File: config.mk
export PLATFORM = sky130hd
export DESIGN_NAME = vc_input_unit
export DESIGN_NICKNAME = d
export VERILOG_FILES = /design/src/rtl/router_pkg.sv /design/src/rtl/vc_fifo.sv /design/src/rtl/vc_input_unit.sv
export SDC_FILE = /design/constraint.sdc
export NUM_CORES = 1
export LEC_CHECK = 0
export ABC_CLOCK_PERIOD_IN_PS = 3200
export BUFFER_PORTS_ARGS = -buffer_cell sky130_fd_sc_hd__buf_2
export CORE_ASPECT_RATIO = 1.2
export CORE_MARGIN = 4
export CORE_UTILIZATION = 58
export DETAILED_ROUTE_END_ITERATION = 8
export PLACE_DENSITY = 0.87
export SLEW_MARGIN = 25
export SYNTH_ARGS = -nofsm -noshare
export SYNTH_HDL_FRONTEND = slang
export SYNTH_SLANG_ARGS = --single-unit
File: constraint.sdc
create_clock -name clk -period 3.2 [get_ports clk]
set_input_delay 0.64 -clock clk [delete_from_list [all_inputs] [get_ports clk]]
set_output_delay 0.64 -clock clk [all_outputs]
set_load 0.02 [all_outputs]
File: src/rtl/router_pkg.sv
// Shared router definitions: output port encodings, flit field positions,
// flit type, lock state and the XY routing helper.
package router_pkg;

  // Output port encodings
  localparam logic [2:0] PORT_LOCAL = 3'd0;
  localparam logic [2:0] PORT_E     = 3'd1;
  localparam logic [2:0] PORT_W     = 3'd2;
  localparam logic [2:0] PORT_S     = 3'd3;
  localparam logic [2:0] PORT_N     = 3'd4;
  localparam int         ROUTE_W    = 3;

  // Head/tail flags sit at DATA_W-HEAD_OFS and DATA_W-TAIL_OFS
  localparam int HEAD_OFS = 1;
  localparam int TAIL_OFS = 2;

  // Default flit shape
  localparam int FLIT_W = 35;
  typedef logic [FLIT_W-1:0] flit_t;

  typedef enum logic {LK_IDLE = 1'b0, LK_LOCKED = 1'b1} lock_e;

  // Dimension-ordered route: resolve X first, then Y, else eject locally.
  // Coordinates are zero-extended to 8 bits by the caller.
  function automatic logic [2:0] xy_route(input logic [7:0] dx, input logic [7:0] dy,
                                          input logic [7:0] mx, input logic [7:0] my);
    if (dx > mx)      return PORT_E;
    else if (dx < mx) return PORT_W;
    else if (dy > my) return PORT_S;
    else if (dy < my) return PORT_N;
    else              return PORT_LOCAL;
  endfunction

endpackage

File: src/rtl/vc_fifo.sv
// Per-VC flit buffer: power-of-two circular FIFO with registered count.
// Storage is not reset; only pointers and count are.
module vc_fifo #(
  parameter int W     = 38,
  parameter int DEPTH = 4
) (
  input  logic                     clk,
  input  logic                     rst_n,
  input  logic                     wr_en,
  input  logic [W-1:0]             wr_data,
  input  logic                     rd_en,
  output logic [W-1:0]             rd_data,
  output logic [$clog2(DEPTH):0]   count,
  output logic                     full,
  output logic                     empty
);
  localparam int AW = $clog2(DEPTH);
  localparam int CW = AW + 1;

  logic [W-1:0]  mem_q [DEPTH];
  logic [AW-1:0] wp_q, rp_q;
  logic [CW-1:0] cnt_q;
  logic          do_wr, do_rd;

  assign full    = (cnt_q == CW'(DEPTH));
  assign empty   = (cnt_q == '0);
  assign count   = cnt_q;
  assign rd_data = mem_q[rp_q];
  assign do_wr   = wr_en && !full;
  assign do_rd   = rd_en && !empty;

  // Pointers wrap naturally since DEPTH is a power of two
  always_ff @(posedge clk or negedge rst_n) begin
    if (!rst_n) begin
      wp_q  <= '0;
      rp_q  <= '0;
      cnt_q <= '0;
    end else begin
      if (do_wr) wp_q <= wp_q + 1'b1;
      if (do_rd) rp_q <= rp_q + 1'b1;
      case ({do_wr, do_rd})
        2'b10:   cnt_q <= cnt_q + 1'b1;
        2'b01:   cnt_q <= cnt_q - 1'b1;
        default: cnt_q <= cnt_q;
      endcase
    end
  end

  // Flit storage
  always_ff @(posedge clk) begin
    if (do_wr) mem_q[wp_q] <= wr_data;
  end

endmodule

File: src/rtl/vc_input_unit.sv
// Router input unit: demuxes incoming flits into per-VC buffers, tags each
// flit with its XY output port and tracks per-VC packet locks.
module vc_input_unit
  import router_pkg::*;
#(
  parameter int DATA_W  = 35,
  parameter int NUM_VC  = 2,
  parameter int DEPTH   = 4,
  parameter int COORD_W = 2,
  localparam int VCW    = (NUM_VC > 1) ? $clog2(NUM_VC) : 1
) (
  input  logic                       clk,
  input  logic                       RST_,
  input  logic [COORD_W-1:0]         MY_XPOS,
  input  logic [COORD_W-1:0]         MY_YPOS,
  input  logic [DATA_W-1:0]          IDATA,
  input  logic                       IVALID,
  input  logic [VCW-1:0]             IVCH,
  output logic [NUM_VC-1:0]          ORDY,
  output logic [NUM_VC-1:0]          OACK,
  output logic [NUM_VC-1:0]          OLCK,
  output logic [NUM_VC*DATA_W-1:0]   ODATA,
  output logic [NUM_VC-1:0]          OVALID,
  output logic [NUM_VC*3-1:0]        OPORT,
  input  logic [NUM_VC-1:0]          IRD,
  output logic                       OERR
);
  localparam int FW = DATA_W + ROUTE_W;
  localparam int CW = $clog2(DEPTH) + 1;

  logic [COORD_W-1:0] dst_x, dst_y;
  logic [2:0]         route_in;
  logic               head_in, vc_ok, reject;
  logic [NUM_VC-1:0]  full, empty;
  logic               oerr_q;

  assign head_in  = IDATA[DATA_W-HEAD_OFS];
  assign dst_x    = IDATA[COORD_W-1:0];
  assign dst_y    = IDATA[2*COORD_W-1:COORD_W];
  assign route_in = xy_route(8'(dst_x), 8'(dst_y), 8'(MY_XPOS), 8'(MY_YPOS));
  assign vc_ok    = (32'(IVCH) < 32'(NUM_VC));
  assign reject   = IVALID && (!vc_ok || full[IVCH]);
  assign OERR     = oerr_q;

  // Sticky error on any dropped flit
  always_ff @(posedge clk or negedge RST_) begin
    if (!RST_)       oerr_q <= 1'b0;
    else if (reject) oerr_q <= 1'b1;
  end

  for (genvar v = 0; v < NUM_VC; v++) begin : g_vc
    logic          wr_en, rd_en, push_head, pop_head, pop_tail;
    logic [FW-1:0] wr_flit, rd_flit;
    logic [CW-1:0] cnt, heads_q, heads_d;
    logic [2:0]    cur_route_q;
    logic          oack_q;
    lock_e         lk_q;

    assign wr_en     = IVALID && vc_ok && (IVCH == VCW'(v)) && !full[v];
    assign rd_en     = IRD[v] && !empty[v];
    assign wr_flit   = {(head_in ? route_in : cur_route_q), IDATA};
    assign push_head = wr_en && head_in;
    assign pop_head  = rd_en && rd_flit[DATA_W-HEAD_OFS];
    assign pop_tail  = rd_en && rd_flit[DATA_W-TAIL_OFS];
    assign heads_d   = heads_q + CW'(push_head) - CW'(pop_head);

    vc_fifo #(.W(FW), .DEPTH(DEPTH)) u_fifo (
      .clk     (clk),
      .rst_n   (RST_),
      .wr_en   (wr_en),
      .wr_data (wr_flit),
      .rd_en   (rd_en),
      .rd_data (rd_flit),
      .count   (cnt),
      .full    (full[v]),
      .empty   (empty[v])
    );

    assign ORDY[v]                  = (cnt < CW'(DEPTH));
    assign OVALID[v]                = !empty[v];
    assign ODATA[v*DATA_W +: DATA_W] = rd_flit[DATA_W-1:0];
    assign OPORT[v*3 +: 3]          = rd_flit[DATA_W +: 3];
    assign OACK[v]                  = oack_q;
    assign OLCK[v]                  = (lk_q == LK_LOCKED);

    // Accept pulse, route of the packet in progress, buffered head count
    always_ff @(posedge clk or negedge RST_) begin
      if (!RST_) begin
        oack_q      <= 1'b0;
        cur_route_q <= PORT_LOCAL;
        heads_q     <= '0;
      end else begin
        oack_q  <= wr_en;
        heads_q <= heads_d;
        if (push_head) cur_route_q <= route_in;
      end
    end

    // Lock FSM: a head write locks (wins over a same-edge release); a tail
    // pop releases only if no later packet's head is still buffered, so a
    // VC holding A's tail and B's head stays locked across A's tail pop.
    always_ff @(posedge clk or negedge RST_) begin
      if (!RST_) lk_q <= LK_IDLE;
      else begin
        case (lk_q)
          LK_IDLE:   if (push_head) lk_q <= LK_LOCKED;
          LK_LOCKED: if (!push_head && pop_tail && heads_d == '0) lk_q <= LK_IDLE;
          default:   lk_q <= LK_IDLE;
        endcase
      end
    end
  end

endmodule
Yosys cells after proc, flatten, opt, wreduce, memory -nomap -nowiden
Memories as Yosys holds them, arrays and structs flattened.
Index checks and enable logic that the tools add are counted.
{"block": "totals", "register_bits": 31, "latchBits": 0, "mem_bits_rw": 304, "mem_bits_ro": 0, "wordCells": 98, "memories": 2}
{"name": "g_vc[0].u_fifo.mem_q", "depth": 4, "width": 38, "rd": 1, "rd_clocked_by_memory_dff": 0, "wr": 1, "line_no": "vc_fifo.sv:20", "source": "logic [W-1:0] mem_q [DEPTH];"}
{"name": "g_vc[1].u_fifo.mem_q", "depth": 4, "width": 38, "rd": 1, "rd_clocked_by_memory_dff": 0, "wr": 1, "line_no": "vc_fifo.sv:20"}
{"block": "op_classes", "n_addsub": 12, "mul": 0, "div_mod_pow": 0, "order_cmp": 7, "eq_ne": 6, "n_shift": 0, "muxes": 20, "bitwise": 3, "n_reduce_logical": 33}
{"cell": "$logic_and 1x1->1", "count": 21}
{"cell": "$mux 3", "count": 6}
{"cell": "$logic_not 3->1", "count": 4}
{"cell": "$pmux 3 s2", "count": 2}
{"cell": "$mux 1", "count": 10}
{"cell": "$add 2x1->2 const B", "count": 4}
{"cell": "$add 3x1->3", "count": 2}
{"cell": "$add 3x1->3 const B", "count": 2}
{"cell": "$eq 3x3->1 const B", "count": 2}
{"cell": "$logic_not 1->1", "count": 6}
{"cell": "$lt 3x3->1 const B", "count": 2}
{"cell": "$sub 3x1->3", "count": 2}
{"cell": "$sub 3x1->3 const B", "count": 2}
{"cell": "$eq 2x1->1 const B", "count": 2}
{"cell": "$eq 2x2->1 const B", "count": 2}
{"cell": "$gt 2x2->1", "count": 2}
{"cell": "$lt 2x2->1", "count": 2}
{"cell": "$pmux 1 s2", "count": 2}
{"cell": "$reduce_bool 2->1", "count": 2}
{"cell": "$not 1->1", "count": 3}
{"cell": "$lt 1x2->1 const B", "count": 1}

Longest topological paths before layout
Gate-level depths: netlist (run 1).
{"block": "logic_depth", "ltp_word": 10, "depth_mapped": 12}

Cells and area by module
A second synthesis (run 1) with hierarchy kept.
{"block": "hier_totals", "hier_cells": 575, "hier_area_um2": 12962.4}
{"module": "vc_fifo", "n_inst": 2, "cells_per_inst": 236, "area_per_inst_um2": 5959.5, "seq_area_each_um2": 4739.5}
{"module": "vc_input_unit", "n_inst": 1, "cells_per_inst": 103, "area_per_inst_um2": 1043.5, "seq_area_each_um2": 425.4}

Worst setup path before layout (run 1)
OpenSTA, ideal clock, no wires.
{"block": "synth_timing", "path_kind": "reg2reg", "start": "register g_vc[1].u_fifo.rp_q[0]", "end": "register g_vc[1].lk_q", "setup_time_ps": 125, "arrival_time_ps": 2570, "required_time_ps": 3075, "setup_slack_ps": 505, "path_stages_with_launch": 13, "path_buffers": 1, "synth_period_minus_slack_ps": 2695, "path_cell_list": "dfrtp_1 -> buf_2 -> mux4_2 -> and2_1 -> ha_1 -> inv_1 -> ha_1 -> inv_1 -> fa_1 -> xnor2_1 -> xnor2_1 -> o31ai_1 -> nand2b_1"}
{"block": "synth_via", "elab_chain_len": 7}
{"item": "start, declared", "line_no": "vc_fifo.sv:21", "source": "logic [AW-1:0] wp_q, rp_q;"}
{"item": "start signal, assigned", "line_no": "vc_fifo.sv:40", "source": "if (do_rd) rp_q <= rp_q + 1'b1;"}
{"item": "$mem_v2 4x38"}
{"item": "named net ODATA[69]", "line_no": "vc_input_unit.sv:22", "source": "output logic [NUM_VC*DATA_W-1:0] ODATA,"}
{"item": "$logic_and 1x1->1", "line_no": "vc_input_unit.sv:63", "source": "assign pop_head = rd_en && rd_flit[DATA_W-HEAD_OFS];"}
{"item": "$sub 3x1->3", "line_no": "vc_input_unit.sv:65", "source": "assign heads_d = heads_q + CW'(push_head) - CW'(pop_head);"}
{"item": "named net g_vc[1].heads_d[2]", "line_no": "vc_input_unit.sv:54", "source": "logic [CW-1:0] cnt, heads_q, heads_d;"}
{"item": "$logic_not 3->1", "line_no": "vc_input_unit.sv:107", "source": "LK_LOCKED: if (!push_head && pop_tail && heads_d == '0) lk_q <= LK_IDLE;"}
{"item": "$logic_and 1x1->1", "line_no": "vc_input_unit.sv:107"}
{"item": "$mux 1", "line_no": "vc_input_unit.sv:107"}
{"item": "$pmux 1 s2", "line_no": "vc_input_unit.sv:105", "source": "case (lk_q)"}
{"item": "end signal, assigned", "line_no": "vc_input_unit.sv:106", "source": "LK_IDLE: if (push_head) lk_q <= LK_LOCKED;"}
{"item": "end signal, assigned", "line_no": "vc_input_unit.sv:107"}
{"item": "end signal, assigned", "line_no": "vc_input_unit.sv:108", "source": "default: lk_q <= LK_IDLE;"}
{"item": "end, declared", "line_no": "vc_input_unit.sv:57", "source": "lock_e lk_q;"}
The timed path passes the listed nets, and every way through them passes these cells.
A chain may end at the register's enable or synchronous reset.

Worst setup path in the final report (run 1)
{"block": "layout_timing", "start": "register g_vc[1].u_fifo.rp_q[0]", "end": "output ODATA[68]"}
{"block": "layout_via", "elab_chain_len": 1}
{"item": "$mem_v2 4x38"}
{"item": "end, declared", "line_no": "vc_input_unit.sv:22"}
No other way between the ends.

==> results.md, run 1 <==
- Clock tree buffer depth: 3
- Number of buffers created by CTS: 30
- Highest Clock Rate: approximately 340 MHz
- Max_cap viols: 0
- Initial antenna violation count: 2
- Post-CTS resize count: 0
- Clk root buf: sky130_fd_sc_hd__clkbuf_16
- Run status: completed
- Kind of end point of the critical path: output port
- Worst Setup Path Type: reg2out
- Syn Area/Cell: about 22 µm²
- Clock latency on the worst-skew pair: roughly 0.55 ns
- Initial cell density of the core: approximately three fifths
- DR pass1 iterations: 5
- Sequential share of the synthesized area: a little under 80%
- Gpl congestion: 0.817
- Synthesized Nets: between 600 and 700
- Pin count of the biggest net entering global routing: 40
- Number of global-route vias before repair: 6533
- Max-slew headroom at the worst pin: 53.3%
- Reported leakage power: ~5.2 nW
- Wire length of the first global-routing pass: between 30000 and 40000 µm
- Clock-pin slew on the worst setup and hold paths: 0.07 ns
- Worst slack, placed: 0.262 ns
- Register-to-Register Path Depth: 11
- Count of filler cells inserted in the layout: ~1400
- CTS tree: yes
- Unrepaired setup endpoints after global routing: false
- Number of standard cells after synthesis: around 570
- Total track usage: a little over a fifth
- Overall die width: 143 µm
- Routed wire length per instance: approximately 24 µm
- Remaining design rule violation count: 0
- Die footprint: between 20000 and 25000 µm²
- Worst r2r src: g_vc[1].u_fifo.rp_q[0]$_DFFE_PN0P_
- Reg2reg setup slack: roughly 0.4 ns
- Summed instance area of the synthesized netlist: about 13000 µm²
- Final wirelength: approximately 25000 µm
- Synthesis warning total: 0
- Footprint of the multi-input gates: around 2600 µm²
- Initial DRC count: around 470
- Layout cell share with drive strength beyond 1: roughly two fifths
- Core footprint: around 22000 µm²
- Hold buffer count at CTS: 0
- Area used by sequential logic in the layout: just under 10000 µm²
- Worst IR drop on VDD: between 0.6 and 0.7 mV
- Data arrival time of the critical path: roughly 2.3 ns
- # nets final: between 700 and 800
- Final hold violations: 0
- Max-slew violation count: 0
- Vias per cell: around 6
- Final setup fails: 0
- Final setup slack of the worst path: between 0.2 and 0.3 ns
- IO buf count: about 130
- Num Clock Sinks: 335
- Worst EP required: approximately 2.6 ns
- Endpoint of the most critical register-to-register path: g_vc[1].lk_q$_DFF_PN0_
- Area Growth Syn to Fin: 16.2%
- Final total negative setup slack: 0 ns
- Minimum clock period: 2.91 ns
- Detailed-route via count: 5951
- Pwr/cell area: around 920 nW/µm²
- Overall overflow remaining after global route: 0
- Number of different library cells in the post-synthesis netlist: 40
- Final cycle utilization of the critical path: between 90 and 100%
- H-Tree Depth: 1
- Actual slew at the worst max-slew pin: roughly 0.70 ns
- Number of core rows: slightly below 60
- Worst Path Max Fanout: 39
- Final antenna-violating net count: 0
- DIE HEIGHT: 171 µm
- Final clock skew: 0.0126 ns
- Flip-flop and latch count after synthesis: 335
- Post-detailed-placement half-perimeter wirelength: ~15000 µm
- Setup Fix Bufs, Post-CTS: 0
- Count of boundary I/O pins: 130
- Worst hold path type: in2async
- Type of element launching the critical path: flop
- Count of inserted antenna diode cells: 0
==> worst max path at each step <==
stage,endpoint,startpoint
final,ODATA[68],g_vc[1].u_fifo.rp_q[0]$_DFFE_PN0P_
after global routing,ODATA[4],g_vc[0].u_fifo.rp_q[0]$_DFFE_PN0P_
after CTS,ODATA[48],g_vc[1].u_fifo.rp_q[0]$_DFFE_PN0P_
after detailed placement,g_vc[0].lk_q$_DFF_PN0_,IDATA[34]
after global placement,g_vc[0].lk_q$_DFF_PN0_,IDATA[34]
after floorplan,g_vc[1].lk_q$_DFF_PN0_,g_vc[1].u_fifo.rp_q[0]$_DFFE_PN0P_
==> metal layers <==
layer,GRT usage [%],up-vias,share of wire [%]
li1,-,2593,-
met1,27.5,3122,38
met2,36.7,192,54
met3,4.05,40,6.3
met4,4.75,4,1.8
met5,0,-,0.14
==> cell families (layout without fill, tap and decap cells) <==
group,Yosys count,in the layout,share of synthesized area [%]
buffers and inverters,56,229,2.14
xor gates and xnor gates,16,16,1.10
DFF,335,335,77.5
and+or+nand+nor,37,37,1.65
muxes,84,84,14.1
AOI/OAI and AO/OA,19,19,1.08
adders and majority gates,22,22,2.39
==> power breakdown <==
group          switching (W)  internal [W]
clock network        0.00152       0.00208
logic                0.00256       0.00176
registers           0.000223       0.00543
==> state kept, by name, summed over array words and instances, names as in the netlist <==
signal / cells
OERR: 1
g_vc.cur_route_q: 6
g_vc.heads_q: 6
g_vc.lk_q: 2
g_vc.oack_q: 2
g_vc.u_fifo.count: 6
g_vc.u_fifo.mem_q: 304
g_vc.u_fifo.rp_q: 4
g_vc.u_fifo.wp_q: 4
==> placed cells by master (no fill, tap or decap), types with 2 or more instances in the layout <==
cell type,instances
sky130_fd_sc_hd__mux2_2,5
sky130_fd_sc_hd__and2_1,2
sky130_fd_sc_hd__mux2i_1,2
sky130_fd_sc_hd__a2bb2oi_1,2
sky130_fd_sc_hd__ha_1,18
sky130_fd_sc_hd__clkbuf_8,4
sky130_fd_sc_hd__dfrtp_4,2
sky130_fd_sc_hd__fa_1,4
sky130_fd_sc_hd__dfrtp_1,27
sky130_fd_sc_hd__xnor2_1,12
sky130_fd_sc_hd__clkbuf_16,34
sky130_fd_sc_hd__nor2_1,6
sky130_fd_sc_hd__xor2_1,4
sky130_fd_sc_hd__buf_4,5
sky130_fd_sc_hd__buf_2,129
sky130_fd_sc_hd__clkinvlp_4,4
sky130_fd_sc_hd__inv_1,29
sky130_fd_sc_hd__buf_6,2
sky130_fd_sc_hd__nand2b_1,2
sky130_fd_sc_hd__nand3_1,4
sky130_fd_sc_hd__nand2_1,8
sky130_fd_sc_hd__clkinv_2,6
sky130_fd_sc_hd__a21oi_1,4
sky130_fd_sc_hd__edfxtp_1,304
sky130_fd_sc_hd__inv_2,2
sky130_fd_sc_hd__clkinv_1,3
sky130_fd_sc_hd__o21ai_0,6
sky130_fd_sc_hd__dfrtp_2,2
sky130_fd_sc_hd__mux4_2,76
sky130_fd_sc_hd__clkbuf_1,3
sky130_fd_sc_hd__and3_2,8
sky130_fd_sc_hd__buf_12,7
==> Yosys cell counts <==
master | n | area (µm²)
sky130_fd_sc_hd__a2111oi_1 | 1 | 10.0
sky130_fd_sc_hd__a21o_1 | 1 | 7.51
sky130_fd_sc_hd__a21oi_1 | 4 | 20.0
sky130_fd_sc_hd__a2bb2oi_1 | 2 | 17.5
sky130_fd_sc_hd__a32oi_1 | 1 | 8.76
sky130_fd_sc_hd__and2_1 | 2 | 12.5
sky130_fd_sc_hd__and2_2 | 1 | 7.51
sky130_fd_sc_hd__and2_4 | 1 | 8.76
sky130_fd_sc_hd__and3_1 | 4 | 25.0
sky130_fd_sc_hd__and3_2 | 4 | 30.0
sky130_fd_sc_hd__buf_2 | 11 | 55.1
sky130_fd_sc_hd__buf_4 | 11 | 82.6
sky130_fd_sc_hd__buf_6 | 1 | 11.3
sky130_fd_sc_hd__clkbuf_1 | 2 | 7.51
sky130_fd_sc_hd__dfrtp_1 | 31 | 776
sky130_fd_sc_hd__edfxtp_1 | 304 | 9130
sky130_fd_sc_hd__fa_1 | 4 | 80.1
sky130_fd_sc_hd__ha_1 | 18 | 225
sky130_fd_sc_hd__inv_1 | 29 | 109
sky130_fd_sc_hd__inv_2 | 2 | 7.51
sky130_fd_sc_hd__mux2_2 | 5 | 56.3
sky130_fd_sc_hd__mux2_4 | 1 | 15.0
sky130_fd_sc_hd__mux2i_1 | 2 | 20.0
sky130_fd_sc_hd__mux4_2 | 76 | 1710
sky130_fd_sc_hd__nand2_1 | 8 | 30.0
sky130_fd_sc_hd__nand2b_1 | 2 | 12.5
sky130_fd_sc_hd__nand3_1 | 4 | 20.0
sky130_fd_sc_hd__nand3b_1 | 1 | 7.51
sky130_fd_sc_hd__nand4b_1 | 1 | 8.76
sky130_fd_sc_hd__nor2_1 | 6 | 22.5
sky130_fd_sc_hd__nor2b_1 | 1 | 6.26
sky130_fd_sc_hd__nor3b_1 | 1 | 7.51
sky130_fd_sc_hd__o21ai_0 | 6 | 30.0
sky130_fd_sc_hd__o31a_1 | 1 | 8.76
sky130_fd_sc_hd__o31a_2 | 1 | 10.0
sky130_fd_sc_hd__o31a_4 | 1 | 17.5
sky130_fd_sc_hd__o31ai_1 | 1 | 7.51
sky130_fd_sc_hd__or3b_4 | 1 | 11.3
sky130_fd_sc_hd__xnor2_1 | 12 | 105
sky130_fd_sc_hd__xor2_1 | 4 | 35.0
==> critical path, stage by stage (launching register included) <==
cell and delay [ns]:
sky130_fd_sc_hd__dfrtp_4 0.42, sky130_fd_sc_hd__buf_6 0.48, sky130_fd_sc_hd__mux4_2 0.62, sky130_fd_sc_hd__buf_2 0.18
==> layout make-up <==
cell class | instances | share of cell area [%]
multi-input cells | 178 | 17.5
inverters | 31 | 0.784
flip-flops and latches | 335 | 66.8
clock inverters | 14 | 0.683
well taps | 274 | 2.31
clock buffers | 41 | 6.18
repair buffers | 143 | 5.70
==> metrics by stage <==
stage	hold WS, ns	utilization, %	total power (W)	std cells	area (µm²)
after floorplan	0.344	-	0.00874	569	12800
after global placement	0.464	63.6	0.00994	961	13800
after detailed placement	0.464	63.6	0.0101	961	13800
after CTS	0.133	68.3	0.0137	1016	14800
after global routing	0.178	68.4	0.0142	1016	14800
final	0.137	68.4	0.0136	1016	14800
No activity file was read; power rests on OpenSTA's default activity.
==> run 2, diff against run 1 <==
Settings changed: CORE_MARGIN 4 to default, CORE_UTILIZATION 58 to 61, CTS_BUF_LIST from default to sky130_fd_sc_hd__clkbuf_4 sky130_fd_sc_hd__clkbuf_8, PLACE_DENSITY 0.87 to 0.9, SKIP_CTS_REPAIR_TIMING from default to 1.
==> run 2 against run 1 <==
Net effect: die area is 12% lower; clock power is 7.5% lower; fmax fell by 4.8%; sequential share of layout area grew 0.55 points; clock skew is 0.011 ns higher; power is 2.1% lower; sequential cell count unchanged; sequential power hardly changed; cell count up 1.8%; first-iteration DRC count increased by 1.3%; global-route usage is 3.3 points higher; critical endpoint is now ODATA[4]; highest routed layer unchanged.
==> results.md, run 2 (synthesis results as in run 1) <==
- Register with the most flip-flops: g_vc.u_fifo.mem_q
- Type of element launching the critical path: flop
- Commonest non-fill, non-tap cell in the layout: sky130_fd_sc_hd__edfxtp_1
- Count of boundary I/O pins: 130
- Die footprint: between 20000 and 25000 µm²
- Final cell count without fillers: between 1000 and 1500
- Gpl congestion: 0.800
- Final antenna-violating net count: 0
- Initial DRC count: around 480
- Number of global-route vias before repair: 6729
- Overall die width: 134 µm
- Final wirelength: ~25000 µm
- Overall overflow remaining after global route: 0
- Worst Setup Path Type: reg2out
- Number of buffers created by CTS: 48
- H-Tree Depth: 2
- Unrepaired setup endpoints after global routing: false
- DIE HEIGHT: roughly 160 µm
- Number of core rows: 57
- Vias per cell: just under 6
- Kind of end point of the critical path: output port
- Max-slew violation count: 0
- Worst Path Max Fanout: 39
- Critical Path, Cell by Cell: buf_4 > mux4_2 > buf_2
- Final setup slack of the worst path: between 0.1 and 0.15 ns
- Actual slew at the worst max-slew pin: 0.822 ns
- Worst IR drop on VDD: between 0.7 and 0.8 mV
- Clk root buf: sky130_fd_sc_hd__clkbuf_8
- Num Clock Sinks: approximately 340
- Number of flip-flops under the largest register name: 304
- Worst r2r src: g_vc[1].u_fifo.rp_q[0]$_DFFE_PN0P_
- Most frequent cells in the layout: sky130_fd_sc_hd__edfxtp_1, sky130_fd_sc_hd__buf_2, sky130_fd_sc_hd__mux4_2
- Run status: completed
- Remaining design rule violation count: 0
- Max_cap viols: 0
- Pwr/cell area: 903 nW/µm²
- Wire length of the first global-routing pass: around 38000 µm
- Worst hold path type: in2async
- Clock latency on the worst-skew pair: 0.55 ns
- Largest incremental delay on the critical path: roughly 0.65 ns
- # nets final: 802
- Cell count after placement: 950
- Core footprint: 20400 µm²
- Final hold violations: 0
- IO buf count: around 130
- Critical path startpoint: g_vc[0].u_fifo.rp_q[0]$_DFFE_PN0P_
- Final setup fails: 0
- Worst slack, placed: 0.307 ns
- Final total negative setup slack: 0 ns
- Buffering stage count on the worst path with inverters included: 2
- Routed wire length per instance: 23.8 µm
- Initial cell density of the core: between 60% and 70%
- CTS tree: yes
- DR pass1 iterations: 5
- Reported leakage power: about 5.2 nW
- Total track usage: 24.2%
- Area Growth Syn to Fin: 15.2%
- Count of inserted antenna diode cells: 0
- Pin count of the biggest net entering global routing: 40
- Data arrival time of the critical path: approximately 2.4 ns
- Worst EP required: about 2.6 ns
- Initial antenna violation count: 1
- Crit-path slowest cell: sky130_fd_sc_hd__buf_4
- Highest Clock Rate: 327 MHz
- Max-slew headroom at the worst pin: 45.2%
- Detailed-route via count: 6164
- Post-detailed-placement half-perimeter wirelength: 15400 µm
- Final clock skew: 0.0237 ns
- Final cycle utilization of the critical path: 95.6%
- Layout cell share with drive strength beyond 1: about two fifths
- Minimum clock period: just over 3 ns
- Clock-pin slew on the worst setup and hold paths: 0.06 ns
- Cell type group with the largest total delay on the critical path: buffers and inverters
- Clock tree buffer depth: 3
## run 2: cell count changes in the layout (fill, tap and decap cells not counted), moves of 2 or more
cell and delta:
sky130_fd_sc_hd__clkinv_2 -2, sky130_fd_sc_hd__clkinv_1 +6, sky130_fd_sc_hd__clkbuf_16 -34, sky130_fd_sc_hd__buf_12 -3, sky130_fd_sc_hd__clkbuf_1 -3, sky130_fd_sc_hd__clkbuf_8 +49
sky130_fd_sc_hd__buf_4 +2, sky130_fd_sc_hd__clkinvlp_4 -4, sky130_fd_sc_hd__clkbuf_4 +16
## run 2: stage by stage
stage	power (W)	hold slack [ns]	utilization (%)	cell area, µm²
finish	0.0133	0.137	72.1	14700
global route	0.0138	0.148	72.1	14700
CTS	0.0134	0.114	72.1	14700
detailed placement	0.0101	0.454	67.4	13700
global placement	0.00985	0.461	67.4	13700
floorplan	0.00874	0.344	-	12800
## run 2: final cells by class
class                      instances  area, µm²
inverter                          31        116
fill                            1172       5680
clock buffer                      69        850
multi-input combinational        178       2600
sequential                       335       9910
clock inverter                    15        114
tap                              265        332
timing repair buffer             141        790
## run 2: final timing paths
check	to	slack, ns	cells after the start
max	ODATA[4]	0.14	3
min	g_vc[0].lk_q$_DFF_PN0_	0.14	1
max reg2reg	g_vc[1].lk_q$_DFF_PN0_	0.28	11
min reg2reg	OERR$_DFFE_PN0P_	0.48	1
max in group asynchronous	g_vc[1].u_fifo.rp_q[0]$_DFFE_PN0P_	2.54	1
min in group clk	g_vc[0].u_fifo.mem_q[1][0]$_DFFE_PP_	0.36	1
## run 2: worst register-to-register path: stages, from the launching register on
cell and delay [ns]:
sky130_fd_sc_hd__dfrtp_4 0.42, sky130_fd_sc_hd__mux4_2 0.51, sky130_fd_sc_hd__and2_1 0.16, sky130_fd_sc_hd__ha_1 0.28
sky130_fd_sc_hd__inv_1 0.06, sky130_fd_sc_hd__ha_1 0.16, sky130_fd_sc_hd__inv_1 0.05, sky130_fd_sc_hd__fa_1 0.37
sky130_fd_sc_hd__xnor2_1 0.19, sky130_fd_sc_hd__xnor2_1 0.12, sky130_fd_sc_hd__o31ai_1 0.37, sky130_fd_sc_hd__nand2b_1 0.10
## run 2: report_power, final
part           total [W]  internal [W]  switching [W]
Combinational    0.00429       0.00175        0.00255
Sequential       0.00567       0.00543       0.000235
Clock            0.00333       0.00186        0.00147
Total             0.0133       0.00904        0.00425
## run 2: per-layer routing
layer / share of wire (%) / routed length [µm] / track usage, %
met5: 0.049 / 12 / 0
met2: 54 / 13400 / 42.9
met4: 2.8 / 696 / 9.86
met1: 36 / 8790 / 28.9
met3: 7.0 / 1730 / 4.83
==> run 3, diff against run 2 <==
Settings changed: BUFFER_PORTS_ARGS -buffer_cell sky130_fd_sc_hd__buf_2 to -buffer_cell sky130_fd_sc_hd__buf_4.
==> run 3 against run 2 <==
Net effect: global-route usage up 0.60 points; fmax up 5.0%; sequential power about the same; setup slack better by 0.14 ns; core utilization up 1.6 points; non-clock buffer count unchanged; first-iteration DRC count down 2.7%; sequential cell count unchanged; largest cell class unchanged.
==> results.md, run 3 (synthesis results as in run 1) <==
- Run status: completed
- Kind of end point of the critical path: output port
- Max-slew headroom at the worst pin: 51.5%
- Type of element launching the critical path: flop
- Footprint of the multi-input gates: roughly 2600 µm²
- Final cell count without fillers: around 1000
- Overall overflow remaining after global route: 0
- IO buf count: roughly 130
- Number of buffers created by CTS: 49
- Initial cell density of the core: between 60% and 70%
- Global-route track usage on met1: between 20 and 30%
- Final clock skew: ~0.01 ns
- Final total negative setup slack: 0 ns
- Wire length of the first global-routing pass: 38800 µm
- Clk root buf: sky130_fd_sc_hd__clkbuf_8
- Data arrival time of the critical path: ~2.3 ns
- Worst Setup Path Type: reg2out
- Count of boundary I/O pins: 130
- Number of core rows: 57
- Cell count after placement: 950
- Final cycle utilization of the critical path: 91.0%
- Area used by sequential logic in the layout: just under 10000 µm²
- Total track usage: roughly a quarter
- Actual slew at the worst max-slew pin: slightly above 0.7 ns
- Number of global-route vias before repair: between 6000 and 7000
- DIE HEIGHT: between 150 and 200 µm
- Clock-pin slew on the worst setup and hold paths: 0.07 ns
- Final wirelength: roughly 25000 µm
- Final setup slack of the worst path: roughly 0.29 ns
- Initial antenna violation count: 0
- Detailed-route via count: 6152
- Final hold violations: 0
- Commonest non-fill, non-tap cell in the layout: sky130_fd_sc_hd__edfxtp_1
- Utilization of the core after routing: between 70% and 80%
- Minimum clock period: between 2 and 3 ns
- Layout cell share with drive strength beyond 1: about two fifths
- Register with the most flip-flops: g_vc.u_fifo.mem_q
- Cell type group with the largest total delay on the critical path: buffers and inverters
- Initial DRC count: 462
- Clock latency on the worst-skew pair: 0.55 ns
- # nets final: ~800
- Crit-path slowest cell: sky130_fd_sc_hd__mux4_2
- Reg2reg setup slack: 0.44 ns
- Max-slew violation count: 0
- Largest incremental delay on the critical path: approximately 0.63 ns
- Gpl congestion: between 0.7 and 0.8
- Final antenna-violating net count: 0
- Routed wire length per instance: approximately 24 µm
- Met3 usage in global routing: under 10%
- Clock tree buffer depth: 3
- Pin count of the biggest net entering global routing: 40
- GRT busiest layer: met2
- Remaining design rule violation count: 0
- Met2 routing resource usage after global routing: 43.5%
- Most frequent cells in the layout: sky130_fd_sc_hd__edfxtp_1, sky130_fd_sc_hd__buf_4, sky130_fd_sc_hd__mux4_2
- DR pass1 iterations: 5
- Worst EP required: approximately 2.6 ns
- Max_cap viols: 0
- Number of flip-flops under the largest register name: 304
- Num Clock Sinks: ~340
- Highest Clock Rate: 343 MHz
- CTS tree: yes
- Worst IR drop on VDD: roughly 0.60 mV
- Overall die width: 134 µm
- Unrepaired setup endpoints after global routing: false
- Die footprint: approximately 22000 µm²
- Buffering stage count on the worst path with inverters included: 2
- Worst Path Max Fanout: 39
- Vias per cell: 5.90
- H-Tree Depth: 2
- Worst slack, placed: roughly 0.38 ns
- Reported leakage power: around 5.3 nW
- Pwr/cell area: between 900 and 1000 nW/µm²
- Critical Path, Cell by Cell: buf_6 > mux4_2 > buf_4
- Area Growth Syn to Fin: 17.8%
- Count of filler cells inserted in the layout: 1166
- Core footprint: ~20000 µm²
- Final setup fails: 0
- Worst hold path type: in2async
- Post-detailed-placement half-perimeter wirelength: between 15000 and 20000 µm
[run 3: changes by cell type in the layout (fill, tap and decap cells not counted)]
cell / previous run / this run
sky130_fd_sc_hd__buf_12: 4 / 5
sky130_fd_sc_hd__buf_2: 129 / 0
sky130_fd_sc_hd__buf_4: 7 / 134
sky130_fd_sc_hd__buf_6: 1 / 2
sky130_fd_sc_hd__bufinv_16: 2 / 1
sky130_fd_sc_hd__clkbuf_8: 53 / 51
sky130_fd_sc_hd__clkinv_1: 9 / 15
sky130_fd_sc_hd__clkinv_2: 4 / 6
sky130_fd_sc_hd__clkinvlp_4: 0 / 2
sky130_fd_sc_hd__diode_2: 0 / 1
[run 3: power breakdown]
group / total (W) / switching (W) / leakage [nW] / internal (W)
clock network: 0.00329 / 0.00154 / 0.502 / 0.00175
registers: 0.00567 / 0.000233 / 3.12 / 0.00543
logic: 0.00468 / 0.00259 / 1.73 / 0.00210
[run 3: area by class of cell]
| cell class | count | share of cell area (%) |
|---|---|---|
| multi-input combinational | 178 | 17.3 |
| sequential | 335 | 65.9 |
| clock buffer | 67 | 5.46 |
| tap | 265 | 2.20 |
| inverter | 31 | 0.773 |
| timing repair buffer | 141 | 7.50 |
| clock inverter | 24 | 0.873 |
| antenna | 1 | 0.0166 |
[run 3: metrics by stage]
stage	cell area (µm²)	power [W]	hold slack [ns]
3_5_place_dp	14100	0.0105	0.485
6_report	15000	0.0136	0.0170
5_1_grt	15000	0.0142	0.0118
3_3_place_gp	14100	0.0103	0.466
2_1_floorplan	12800	0.00874	0.344
4_1_cts	15000	0.0137	-0.00611
[run 3: path summary, 6_finish.rpt]
path	cells past startpoint	to	start
worst max-delay path	3	ODATA[68]	g_vc[1].u_fifo.rp_q[0]$_DFFE_PN0P_
worst min-delay path	1	g_vc[0].heads_q[1]$_DFF_PN0_	RST_
worst max register to register	11	g_vc[1].lk_q$_DFF_PN0_	g_vc[1].u_fifo.rp_q[0]$_DFFE_PN0P_
worst min register to register	2	g_vc[0].cur_route_q[1]$_DFFE_PN0P_	g_vc[0].cur_route_q[1]$_DFFE_PN0P_
max in group asynchronous	1	g_vc[1].u_fifo.rp_q[0]$_DFFE_PN0P_	RST_
min in group clk	1	g_vc[0].u_fifo.mem_q[0][4]$_DFFE_PP_	IDATA[4]
[run 3: worst reg2reg max path, cell delays in order (launching register included)]
cell	delay [ns]
sky130_fd_sc_hd__dfrtp_4	0.42
sky130_fd_sc_hd__mux4_2	0.51
sky130_fd_sc_hd__and2_1	0.17
sky130_fd_sc_hd__ha_1	0.27
sky130_fd_sc_hd__inv_1	0.06
sky130_fd_sc_hd__ha_1	0.14
sky130_fd_sc_hd__inv_1	0.05
sky130_fd_sc_hd__fa_1	0.38
sky130_fd_sc_hd__xnor2_1	0.20
sky130_fd_sc_hd__xnor2_1	0.13
sky130_fd_sc_hd__o31ai_1	0.24
sky130_fd_sc_hd__nand2b_1	0.08
[run 3: routing by layer]
metal  wire [µm]  vias up
li1            -     2634
met1        9340     3236
met2       13800      241
met3        1630       41
met4         527        0
met5           0        -
